### config.mk
export PLATFORM = sky130hd
export DESIGN_NAME = instr_fetch_queue
export DESIGN_NICKNAME = d
export VERILOG_FILES = /design/src/rtl/ifq_pkg.sv /design/src/rtl/ifq_fifo.sv /design/src/rtl/instr_fetch_queue.sv
export SDC_FILE = /design/constraint.sdc
export NUM_CORES = 1
export LEC_CHECK = 0
export ABC_AREA = 1
export CAP_MARGIN = 15
export CORE_MARGIN = 3
export CORE_UTILIZATION = 40
export DETAILED_ROUTE_END_ITERATION = 10
export HOLD_SLACK_MARGIN = 0.08
export REMOVE_ABC_BUFFERS = 1
export SLEW_MARGIN = 20
export SYNTH_ARGS = -nofsm -noshare
export SYNTH_HDL_FRONTEND = slang
export SYNTH_HIERARCHICAL = 1
export SYNTH_SLANG_ARGS = --single-unit
export TNS_END_PERCENT = 1
### constraint.sdc
create_clock -name clk -period 4.3 [get_ports clk]
set_input_delay 0.86 -clock clk [delete_from_list [all_inputs] [get_ports clk]]
set_output_delay 0.86 -clock clk [all_outputs]
set_load 0.05 [all_outputs]
### src/rtl/ifq_pkg.sv
// ----------------------------------------------------------------------------
// ifq_pkg
// Shared types and constants for the instruction fetch queue.
//   ifq_entry_t : one decoded-side queue entry, {pc, inst}. The top level stores
//                 entries as a flat {pc, inst} vector with the same bit layout.
//   PC_STEP     : fetch address increment between sequential words.
//   INSTR_NOP   : canonical no-op encoding for consumers that need a filler word.
// ----------------------------------------------------------------------------
package ifq_pkg;

   localparam int IFQ_DW = 32;

   localparam logic [31:0] PC_STEP   = 32'd4;
   localparam logic [31:0] INSTR_NOP = 32'h0000_0013;

   typedef struct packed {
      logic [IFQ_DW-1:0] pc;
      logic [IFQ_DW-1:0] inst;
   } ifq_entry_t;

endpackage

### src/rtl/ifq_fifo.sv
// ----------------------------------------------------------------------------
// ifq_fifo
// Parameterised circular buffer used for both the instruction queue and the
// PC tag FIFO. Pointers carry one extra wrap bit so full and empty are
// distinguishable without a separate counter.
// Ports:
//   clk, rst        clock, asynchronous active-low reset (storage cleared too)
//   flush           drop all entries (wins over push/pop in the same cycle)
//   push, din       write din at the tail (ignored when full)
//   pop             advance the head (ignored when empty)
//   head            entry at the head (registered storage)
//   count           number of valid entries
//   full, empty     occupancy flags
// ----------------------------------------------------------------------------
module ifq_fifo #(
   parameter int WIDTH = 32,
   parameter int DEPTH = 4
) (
   input  logic                     clk,
   input  logic                     rst,
   input  logic                     flush,
   input  logic                     push,
   input  logic                     pop,
   input  logic [WIDTH-1:0]         din,
   output logic [WIDTH-1:0]         head,
   output logic [$clog2(DEPTH):0]   count,
   output logic                     full,
   output logic                     empty
);

   localparam int AW = $clog2(DEPTH);
   localparam logic [AW:0] PTR_ONE   = {{AW{1'b0}}, 1'b1};
   localparam logic [AW:0] CNT_DEPTH = (AW+1)'(DEPTH);

   logic [WIDTH-1:0] mem_r [DEPTH];
   logic [AW:0]      wr_ptr_r;
   logic [AW:0]      rd_ptr_r;
   logic [AW:0]      count_s;
   logic             do_push_s;
   logic             do_pop_s;

   // Occupancy flags and guarded push/pop enables.
   always_comb begin
      count_s   = wr_ptr_r - rd_ptr_r;
      full      = (count_s == CNT_DEPTH);
      empty     = (wr_ptr_r == rd_ptr_r);
      count     = count_s;
      head      = mem_r[rd_ptr_r[AW-1:0]];
      do_push_s = push && !full;
      do_pop_s  = pop && !empty;
   end

   // Entry storage; a write during a flush is harmless because the pointers reset.
   always_ff @(posedge clk or negedge rst) begin
      if (!rst) begin
         for (int i = 0; i < DEPTH; i++) begin
            mem_r[i] <= {WIDTH{1'b0}};
         end
      end else if (do_push_s) begin
         mem_r[wr_ptr_r[AW-1:0]] <= din;
      end
   end

   // Read/write pointers; flush empties the buffer.
   always_ff @(posedge clk or negedge rst) begin
      if (!rst) begin
         wr_ptr_r <= {(AW+1){1'b0}};
         rd_ptr_r <= {(AW+1){1'b0}};
      end else if (flush) begin
         wr_ptr_r <= {(AW+1){1'b0}};
         rd_ptr_r <= {(AW+1){1'b0}};
      end else begin
         if (do_push_s) begin
            wr_ptr_r <= wr_ptr_r + PTR_ONE;
         end
         if (do_pop_s) begin
            rd_ptr_r <= rd_ptr_r + PTR_ONE;
         end
      end
   end

endmodule

### src/rtl/instr_fetch_queue.sv
// ----------------------------------------------------------------------------
// instr_fetch_queue
// Fetch stage: owns the fetch PC, issues sequential word requests to
// instruction memory (req/gnt + in-order rvalid), buffers returned words with
// their PC and presents them to decode with valid/ready. A redirect flushes
// the queue and discards every response still in flight.
// Optional build macro: IFQ_BYPASS_EN -- when the queue is empty a live
// response is presented to decode in the same cycle it arrives.
// Ports:
//   clk, rst                        clock, asynchronous active-low reset
//   redirect_valid, redirect_pc     branch/jump target for the fetch PC
//   imem_req, imem_addr             request valid and fetch address
//   imem_gnt                        request accepted
//   imem_rvalid, imem_rdata         in-order response
//   inst_valid, inst_ready          decode handshake
//   inst, inst_pc                   head instruction and its PC
// ----------------------------------------------------------------------------
module instr_fetch_queue
   import ifq_pkg::*;
#(
   parameter int                    DATA_WIDTH = 32,
   parameter int                    DEPTH      = 4,
   parameter logic [DATA_WIDTH-1:0] RESET_PC   = {DATA_WIDTH{1'b0}}
) (
   input  logic                  clk,
   input  logic                  rst,
   input  logic                  redirect_valid,
   input  logic [DATA_WIDTH-1:0] redirect_pc,
   output logic                  imem_req,
   output logic [DATA_WIDTH-1:0] imem_addr,
   input  logic                  imem_gnt,
   input  logic                  imem_rvalid,
   input  logic [DATA_WIDTH-1:0] imem_rdata,
   output logic                  inst_valid,
   input  logic                  inst_ready,
   output logic [DATA_WIDTH-1:0] inst,
   output logic [DATA_WIDTH-1:0] inst_pc
);

   localparam int                    CW      = $clog2(DEPTH) + 1;
   localparam logic [CW-1:0]         CNT_ONE = {{(CW-1){1'b0}}, 1'b1};
   localparam logic [CW:0]           DEPTH_C = (CW+1)'(DEPTH);
   localparam logic [DATA_WIDTH-1:0] STEP_C  = DATA_WIDTH'(PC_STEP);

   logic [DATA_WIDTH-1:0]   fetch_pc_r;
   logic [CW-1:0]           outstanding_r;
   logic [CW-1:0]           drop_cnt_r;

   // Queue entries use the ifq_entry_t layout: {pc, inst}.
   logic [2*DATA_WIDTH-1:0] q_din_s;
   logic [2*DATA_WIDTH-1:0] q_head_s;
   logic [CW-1:0]           q_count_s;
   logic                    q_full_s;
   logic                    q_empty_s;
   logic                    q_push_s;
   logic                    q_pop_s;

   logic [DATA_WIDTH-1:0]   tag_head_s;
   logic [CW-1:0]           tag_count_s;
   logic                    tag_full_s;
   logic                    tag_empty_s;

   logic                    credit_ok_s;
   logic                    req_s;
   logic                    grant_s;
   logic                    resp_live_s;
   logic                    resp_drop_s;
   logic                    bypass_s;
   logic                    bypass_take_s;
   logic [CW-1:0]           grant_cnt_s;
   logic [CW-1:0]           resp_cnt_s;
   logic                    unused_s;

   // Request credit, response classification, bypass and queue control.
   always_comb begin
      // In-flight requests reserve queue slots, so the queue can never overflow.
      credit_ok_s = (({1'b0, q_count_s} + {1'b0, outstanding_r}) < DEPTH_C);
      // Held low during reset so the request line shows its reset value.
      req_s       = rst && !redirect_valid && credit_ok_s;
      grant_s     = req_s && imem_gnt;
      resp_live_s = imem_rvalid && (drop_cnt_r == {CW{1'b0}});
      resp_drop_s = imem_rvalid && (drop_cnt_r != {CW{1'b0}});
      grant_cnt_s = {{(CW-1){1'b0}}, grant_s};
      resp_cnt_s  = {{(CW-1){1'b0}}, imem_rvalid};
`ifdef IFQ_BYPASS_EN
      bypass_s    = q_empty_s && resp_live_s;
`else
      bypass_s    = 1'b0;
`endif
      bypass_take_s = bypass_s && inst_ready;
      q_push_s      = resp_live_s && !bypass_take_s;
      q_pop_s       = !q_empty_s && inst_ready;
      q_din_s       = {tag_head_s, imem_rdata};
   end

   // Decode-facing outputs: bypassed response or registered queue head.
   always_comb begin
      if (bypass_s) begin
         inst_valid = 1'b1;
         inst       = imem_rdata;
         inst_pc    = tag_head_s;
      end else begin
         inst_valid = !q_empty_s;
         inst       = q_head_s[DATA_WIDTH-1:0];
         inst_pc    = q_head_s[2*DATA_WIDTH-1:DATA_WIDTH];
      end
      imem_req  = req_s;
      imem_addr = fetch_pc_r;
   end

   // Fetch PC, outstanding-request and drop counters; redirect takes priority.
   always_ff @(posedge clk or negedge rst) begin
      if (!rst) begin
         fetch_pc_r    <= RESET_PC;
         outstanding_r <= {CW{1'b0}};
         drop_cnt_r    <= {CW{1'b0}};
      end else if (redirect_valid) begin
         // Everything still in flight after this cycle's response belongs to the old path.
         fetch_pc_r    <= redirect_pc;
         outstanding_r <= outstanding_r - resp_cnt_s;
         drop_cnt_r    <= outstanding_r - resp_cnt_s;
      end else begin
         if (grant_s) begin
            fetch_pc_r <= fetch_pc_r + STEP_C;
         end
         outstanding_r <= outstanding_r + grant_cnt_s - resp_cnt_s;
         if (resp_drop_s) begin
            drop_cnt_r <= drop_cnt_r - CNT_ONE;
         end
      end
   end

   ifq_fifo #(
      .WIDTH (2*DATA_WIDTH),
      .DEPTH (DEPTH)
   ) u_inst_q (
      .clk   (clk),
      .rst   (rst),
      .flush (redirect_valid),
      .push  (q_push_s),
      .pop   (q_pop_s),
      .din   (q_din_s),
      .head  (q_head_s),
      .count (q_count_s),
      .full  (q_full_s),
      .empty (q_empty_s)
   );

   // Tags are flushed on redirect, so dropped responses have no tag left to
   // consume; only live responses pop a tag.
   ifq_fifo #(
      .WIDTH (DATA_WIDTH),
      .DEPTH (DEPTH)
   ) u_tag_q (
      .clk   (clk),
      .rst   (rst),
      .flush (redirect_valid),
      .push  (grant_s),
      .pop   (resp_live_s),
      .din   (fetch_pc_r),
      .head  (tag_head_s),
      .count (tag_count_s),
      .full  (tag_full_s),
      .empty (tag_empty_s)
   );

   assign unused_s = ^{q_full_s, tag_count_s, tag_full_s, tag_empty_s};

endmodule
=== Word-level counts from Yosys, hierarchy flattened ===
Index checks and enable logic that the tools add are counted.

* $add $sub $neg: 12
* Multipliers: 0
* Divide/modulo/power cells: 0
* $lt $le $gt $ge: 7
* Equal/unequal tests: 4
* Shift operators: 0
* Muxes and demuxes: 25
* Bitwise operators: 4
* Reduce and logical (&&, ||, !) cells: 25

{| class="wikitable"
|+ Operators by type and width
! kind !! count
|-
| bitwise mux 256 bit || 1
|-
| two-way mux 64 bit || 3
|-
| two-way mux 32 bit || 5
|-
| binary-select mux 64 bit (select 2 bit) || 1
|-
| bitwise mux 128 bit || 1
|-
| demux 64 bit (select 2 bit) || 1
|-
| binary-select mux 32 bit (select 2 bit) || 1
|-
| demux 32 bit (select 2 bit) || 1
|-
| two-way mux 3 bit || 11
|-
| adder 32 x 3 -> 32 bit (second input constant) || 1
|-
| adder 3 x 1 -> 3 bit (second input constant) || 4
|-
| >= comparator 3 bit (second input constant) || 4
|-
| logical AND 1 bit || 12
|-
| NOT 2 -> 3 bit || 4
|-
| nonzero test 2 bit || 6
|-
| == test 3 bit || 2
|-
| == test 3 bit (second input constant) || 2
|-
| less-than comparator 3 x 1 -> 1 bit (second input constant) || 2
|-
| subtractor 3 x 1 -> 3 bit || 2
|-
| subtractor 3 bit || 2
|-
| logical NOT 1 bit || 5
|-
| adder 3 x 3 -> 4 bit || 1
|-
| less-than comparator 4 x 3 -> 1 bit (second input constant) || 1
|-
| adder 3 x 1 -> 3 bit || 1
|-
| 3 further kinds || 3
|}

* Register bits after elaboration: 434
* Bits in latches: 0
* Bits in writable memories: 0
* Memory bits (read-only): 0
* Output and inout port bits: 98
* Logic and storage cells: 92
* Memories: 0

=== Longest topological paths before layout ===
* Word-level depth: 8
* Mapped depth: 20
* Depth with buffers taken out: 19

=== Hierarchy ===
Netlist, hierarchy kept.

{| class="wikitable"
|+ Modules (own cells, without submodules)
! module !! instances !! cells each !! area each (um^2)
|-
| ifq_fifo at u_inst_q || 1 || 1555 || 12622.1
|-
| ifq_fifo at u_tag_q || 1 || 811 || 6566.3
|-
| instr_fetch_queue || 1 || 460 || 2912.8
|}

=== Least setup slack after synthesis ===
No wires, ideal clock.

* Path type: reg2reg
* From: register u_inst_q.wr_ptr_r[0]
* To: register outstanding_r[2]
* Library setup time: 0.124 ns
* Data arrival time: 4.006 ns
* Setup slack: 0.170 ns
* Stages on the path, launching flop included: 21
* Buffers on the path: 1
* Clock period less this slack: 4.130 ns
* Cells stage by stage: dfrtp_1 -> inv_1 -> ha_1 -> fa_1 -> nand3b_2 -> nand2_1 -> inv_1 -> ha_1 -> inv_1 -> nand2_1 -> nor2_2 -> nand2_2 -> buf_2 -> ha_1 -> inv_1 -> ha_1 -> fa_1 -> xor2_1 -> or2_2 -> nand3_1 -> nand2_1

* Cells in the longest elaborated chain, start to end: 8

{| class="wikitable"
|+ RTL lines
! what !! line !! text
|-
| from (decl) || ifq_fifo.sv:36 || <nowiki>logic [AW:0] wr_ptr_r;</nowiki>
|-
| from (signal assigned) || ifq_fifo.sv:67 || <nowiki>wr_ptr_r <= {(AW+1){1'b0}};</nowiki>
|-
| from (signal assigned) || ifq_fifo.sv:70 || <nowiki>wr_ptr_r <= {(AW+1){1'b0}};</nowiki>
|-
| from (signal assigned) || ifq_fifo.sv:74 || <nowiki>wr_ptr_r <= wr_ptr_r + PTR_ONE;</nowiki>
|-
| subtractor 3 bit || ifq_fifo.sv:44 || <nowiki>count_s = wr_ptr_r - rd_ptr_r;</nowiki>
|-
| net q_count_s[2] || instr_fetch_queue.sv:52 || <nowiki>logic [CW-1:0] q_count_s;</nowiki>
|-
| adder 3 x 3 -> 4 bit || instr_fetch_queue.sv:77 || <nowiki>credit_ok_s = (({1'b0, q_count_s} + {1'b0, outstanding_r}) < DEPTH_C);</nowiki>
|-
| less-than comparator 4 x 3 -> 1 bit || instr_fetch_queue.sv:77 ||
|-
| logical AND 1 bit || instr_fetch_queue.sv:79 || <nowiki>req_s = rst && !redirect_valid && credit_ok_s;</nowiki>
|-
| net imem_req || instr_fetch_queue.sv:29 || <nowiki>output logic imem_req,</nowiki>
|-
| logical AND 1 bit || instr_fetch_queue.sv:80 || <nowiki>grant_s = req_s && imem_gnt;</nowiki>
|-
| adder 3 x 1 -> 3 bit || instr_fetch_queue.sv:126 || <nowiki>outstanding_r <= outstanding_r + grant_cnt_s - resp_cnt_s;</nowiki>
|-
| subtractor 3 x 1 -> 3 bit || instr_fetch_queue.sv:126 ||
|-
| two-way mux 3 bit || instr_fetch_queue.sv:117 || <nowiki>end else if (redirect_valid) begin</nowiki>
|-
| to (signal assigned) || instr_fetch_queue.sv:115 || <nowiki>outstanding_r <= {CW{1'b0}};</nowiki>
|-
| to (signal assigned) || instr_fetch_queue.sv:120 || <nowiki>outstanding_r <= outstanding_r - resp_cnt_s;</nowiki>
|-
| to (signal assigned) || instr_fetch_queue.sv:126 ||
|-
| to (decl) || instr_fetch_queue.sv:46 || <nowiki>logic [CW-1:0] outstanding_r;</nowiki>
|}

The timed path passes the listed nets, and every way through them passes these cells.
A chain may end at the register's enable or synchronous reset.

=== Worst setup path in the final report ===
* From: register u_inst_q.rd_ptr_r[1]
* To: output port inst_pc[27]

* Cells in the longest elaborated chain, start to end: 4

{| class="wikitable"
|+ RTL lines
! what !! line !! text
|-
| from (decl) || ifq_fifo.sv:37 || <nowiki>logic [AW:0] rd_ptr_r;</nowiki>
|-
| from (signal assigned) || ifq_fifo.sv:68 || <nowiki>rd_ptr_r <= {(AW+1){1'b0}};</nowiki>
|-
| from (signal assigned) || ifq_fifo.sv:71 || <nowiki>rd_ptr_r <= {(AW+1){1'b0}};</nowiki>
|-
| from (signal assigned) || ifq_fifo.sv:77 || <nowiki>rd_ptr_r <= rd_ptr_r + PTR_ONE;</nowiki>
|-
| NOT 2 -> 3 bit (not written as such) || ifq_fifo.sv:48 || <nowiki>head = mem_r[rd_ptr_r[AW-1:0]];</nowiki>
|-
| binary-select mux 64 bit (select 2 bit) || ifq_fifo.sv:48 ||
|-
| two-way mux 64 bit (not written as such) (2 in a row) || ifq_fifo.sv:48 ||
|-
| to (decl) || instr_fetch_queue.sv:37 || <nowiki>output logic [DATA_WIDTH-1:0] inst_pc</nowiki>
|}

Every way passes these cells. The select of a mux whose other input is x is not followed.

==> impl_metrics.env <==
export IMPL_cts_max_level=2
export IMPL_std_cell_rows=85
export IMPL_clkTransAtPathRegs_ns=0.06
export IMPL_place_ws_ns=0.603
export IMPL_grt_pass1_vias=19400
export IMPL_relSlewSlack=0.319
export IMPL_period_minus_slack_ns=4.08
export IMPL_synthesis_area_mm2=0.0221
export IMPL_die_area_mm2=0.0580
export IMPL_cts_resized=0
export IMPL_final_common_cell="nand2_1"
export IMPL_rr_startpoint="u_inst_q/wr_ptr_r[0]"
export IMPL_nets=2951
export IMPL_status="finished, final reports clean"
export IMPL_tightest_slew_ns=1.02
export IMPL_coreArea_mm2=0.0542
export IMPL_hold_viol=0
export IMPL_powerDensity_mw_per_mm2=560
export IMPL_rr_worst_depth=19
export IMPL_path_max_fanout=66
export IMPL_fmax_ghz=0.245
export IMPL_io_buffers=167
export IMPL_crit_path_end_kind="primary output"
export IMPL_gp_congestion=0.788
export IMPL_area_growth_pct=16.4
export IMPL_drtPass1Iterations=5
export IMPL_wire_per_inst_um=19.1
export IMPL_cts_buffer_depth=3
export IMPL_drt_iter0_drc=1784
export IMPL_regToRegSetupSlack_ns=0.59
export IMPL_layout_common_cells="nand2_1, dfrtp_1, nand4_1"
export IMPL_drv_cap=0
export IMPL_whs_ns=0.127
export IMPL_arrival_ns=3.22
export IMPL_grt_pass1_wl_um=109000
export IMPL_period_share=0.950
export IMPL_crit_type="register to primary output"
export IMPL_worst_ir_drop_vdd_v=0.000304
export IMPL_grt_overflow_total=0
export IMPL_cts_setup_buffers=0
export IMPL_antenna_found_initial=1
export IMPL_detail_route_antenna_nets=0
export IMPL_hold_path_class="input pin to async pin"
export IMPL_grtUsageTotal=0.235
export IMPL_syn_area_per_cell_um2=7.83
export IMPL_rsz0062_at_grt="false"
export IMPL_yosysWarningCount=6
export IMPL_syn_inst=2819
export IMPL_via_per_inst=5.58
export IMPL_vias=20000
export IMPL_cp_start_kind="register"
export IMPL_grt_max_degree=159
export IMPL_finClkSkew_ns=0.0295
export IMPL_drt_total_wl_um=68600
export IMPL_die_x_um=241
export IMPL_tritoncts="built"
export IMPL_setup_viol=0
export IMPL_cp_required_ns=3.44
export IMPL_dp_hpwl_um=38000
export IMPL_fp_dieH_um=241
export IMPL_antenna_cells=0
export IMPL_r2r_end="outstanding_r[2]"
export IMPL_drive_above_1_share=0.0601
export IMPL_cts_sinks=434
export IMPL_p_leak_nw=13.3
export IMPL_clock_latency_ns=0.60
export IMPL_initial_core_util=0.407
export IMPL_io_pins=168
export IMPL_n_fill_cell=5352
export IMPL_slew_viol_final=0
export IMPL_cts_root_buf="clkbuf_16"
export IMPL_fin_ws_ns=0.215
export IMPL_drc=0
export IMPL_numCtsBuffers=51
export IMPL_hold_buffers=0
[cell type report]
| type | instances | area [um^2] | share of cell area |
|---|---|---|---|
| Timing Repair Buffer | 214 | 2120 | 0.0826 |
| Inverter | 86 | 325 | 0.0127 |
| Multi-Input combinational cell | 2068 | 9780 | 0.381 |
| Tap cell | 696 | 871 | 0.0339 |
| Clock inverter | 14 | 193 | 0.00750 |
| Clock buffer | 77 | 1540 | 0.0597 |
| Sequential cell | 434 | 10900 | 0.423 |
[power by group]
group          total (mW)  switching [mW]  leakage, nW  internal [mW]
clock                4.43            1.73        0.854           2.69
sequential           5.50           0.563         5.84           4.94
combinational        4.45            3.11         6.57           1.34
total                14.4            5.41         13.3           8.97
[registers in the layout, summed over array words and instances (netlist names)]
signal,cells
u_inst_q/mem_r,256
u_tag_q/mem_r,128
imem_addr,32
drop_cnt_r,3
outstanding_r,3
u_inst_q/rd_ptr_r,3
u_inst_q/wr_ptr_r,3
u_tag_q/rd_ptr_r,3
u_tag_q/wr_ptr_r,3
[worst max-delay path by stage]
| stage | end | from | slack (ns) |
|---|---|---|---|
| 2_1_floorplan | u_tag_q/mem_r[100] | u_inst_q/rd_ptr_r[0] | -8.44 |
| 3_3_place_gp | outstanding_r[2] | u_inst_q/rd_ptr_r[0] | 0.68 |
| 3_5_place_dp | outstanding_r[2] | u_inst_q/wr_ptr_r[0] | 0.60 |
| 4_1_cts | inst_pc[27] | u_inst_q/rd_ptr_r[1] | 0.20 |
| 5_1_grt | inst_pc[26] | u_inst_q/rd_ptr_r[1] | 0.14 |
| 6_report | inst_pc[27] | u_inst_q/rd_ptr_r[1] | 0.22 |
[worst max-delay path, stage by stage (launching register included)]
cell	delay [ns]
dfrtp_2	0.39
buf_4	0.70
o21ai_0	0.20
o22ai_1	0.44
clkdlybuf4s50_1	0.89
[metrics by stage]
stage | cells | TNS, ns | power, mW | util | area [um^2]
floorplan | 2588 | -2826.12 | 8.29 | - | 20900
global placement | 3498 | 0 | 9.92 | 0.442 | 24000
detailed placement | 3498 | 0 | 10.0 | 0.442 | 24000
CTS | 3589 | 0 | 14.5 | 0.474 | 25700
global route | 3589 | 0 | 15.2 | 0.474 | 25700
finish | 3589 | 0 | 14.4 | 0.474 | 25700
[per-layer routing]
layer,vias up,share of wire,GRT usage
li1,9545,-,-
met2,685,0.47,0.390
met3,103,0.063,0.0351
met5,-,0.00019,0
met4,2,0.023,0.0670
met1,9674,0.44,0.322
Power figures use the tool's default switching activity.
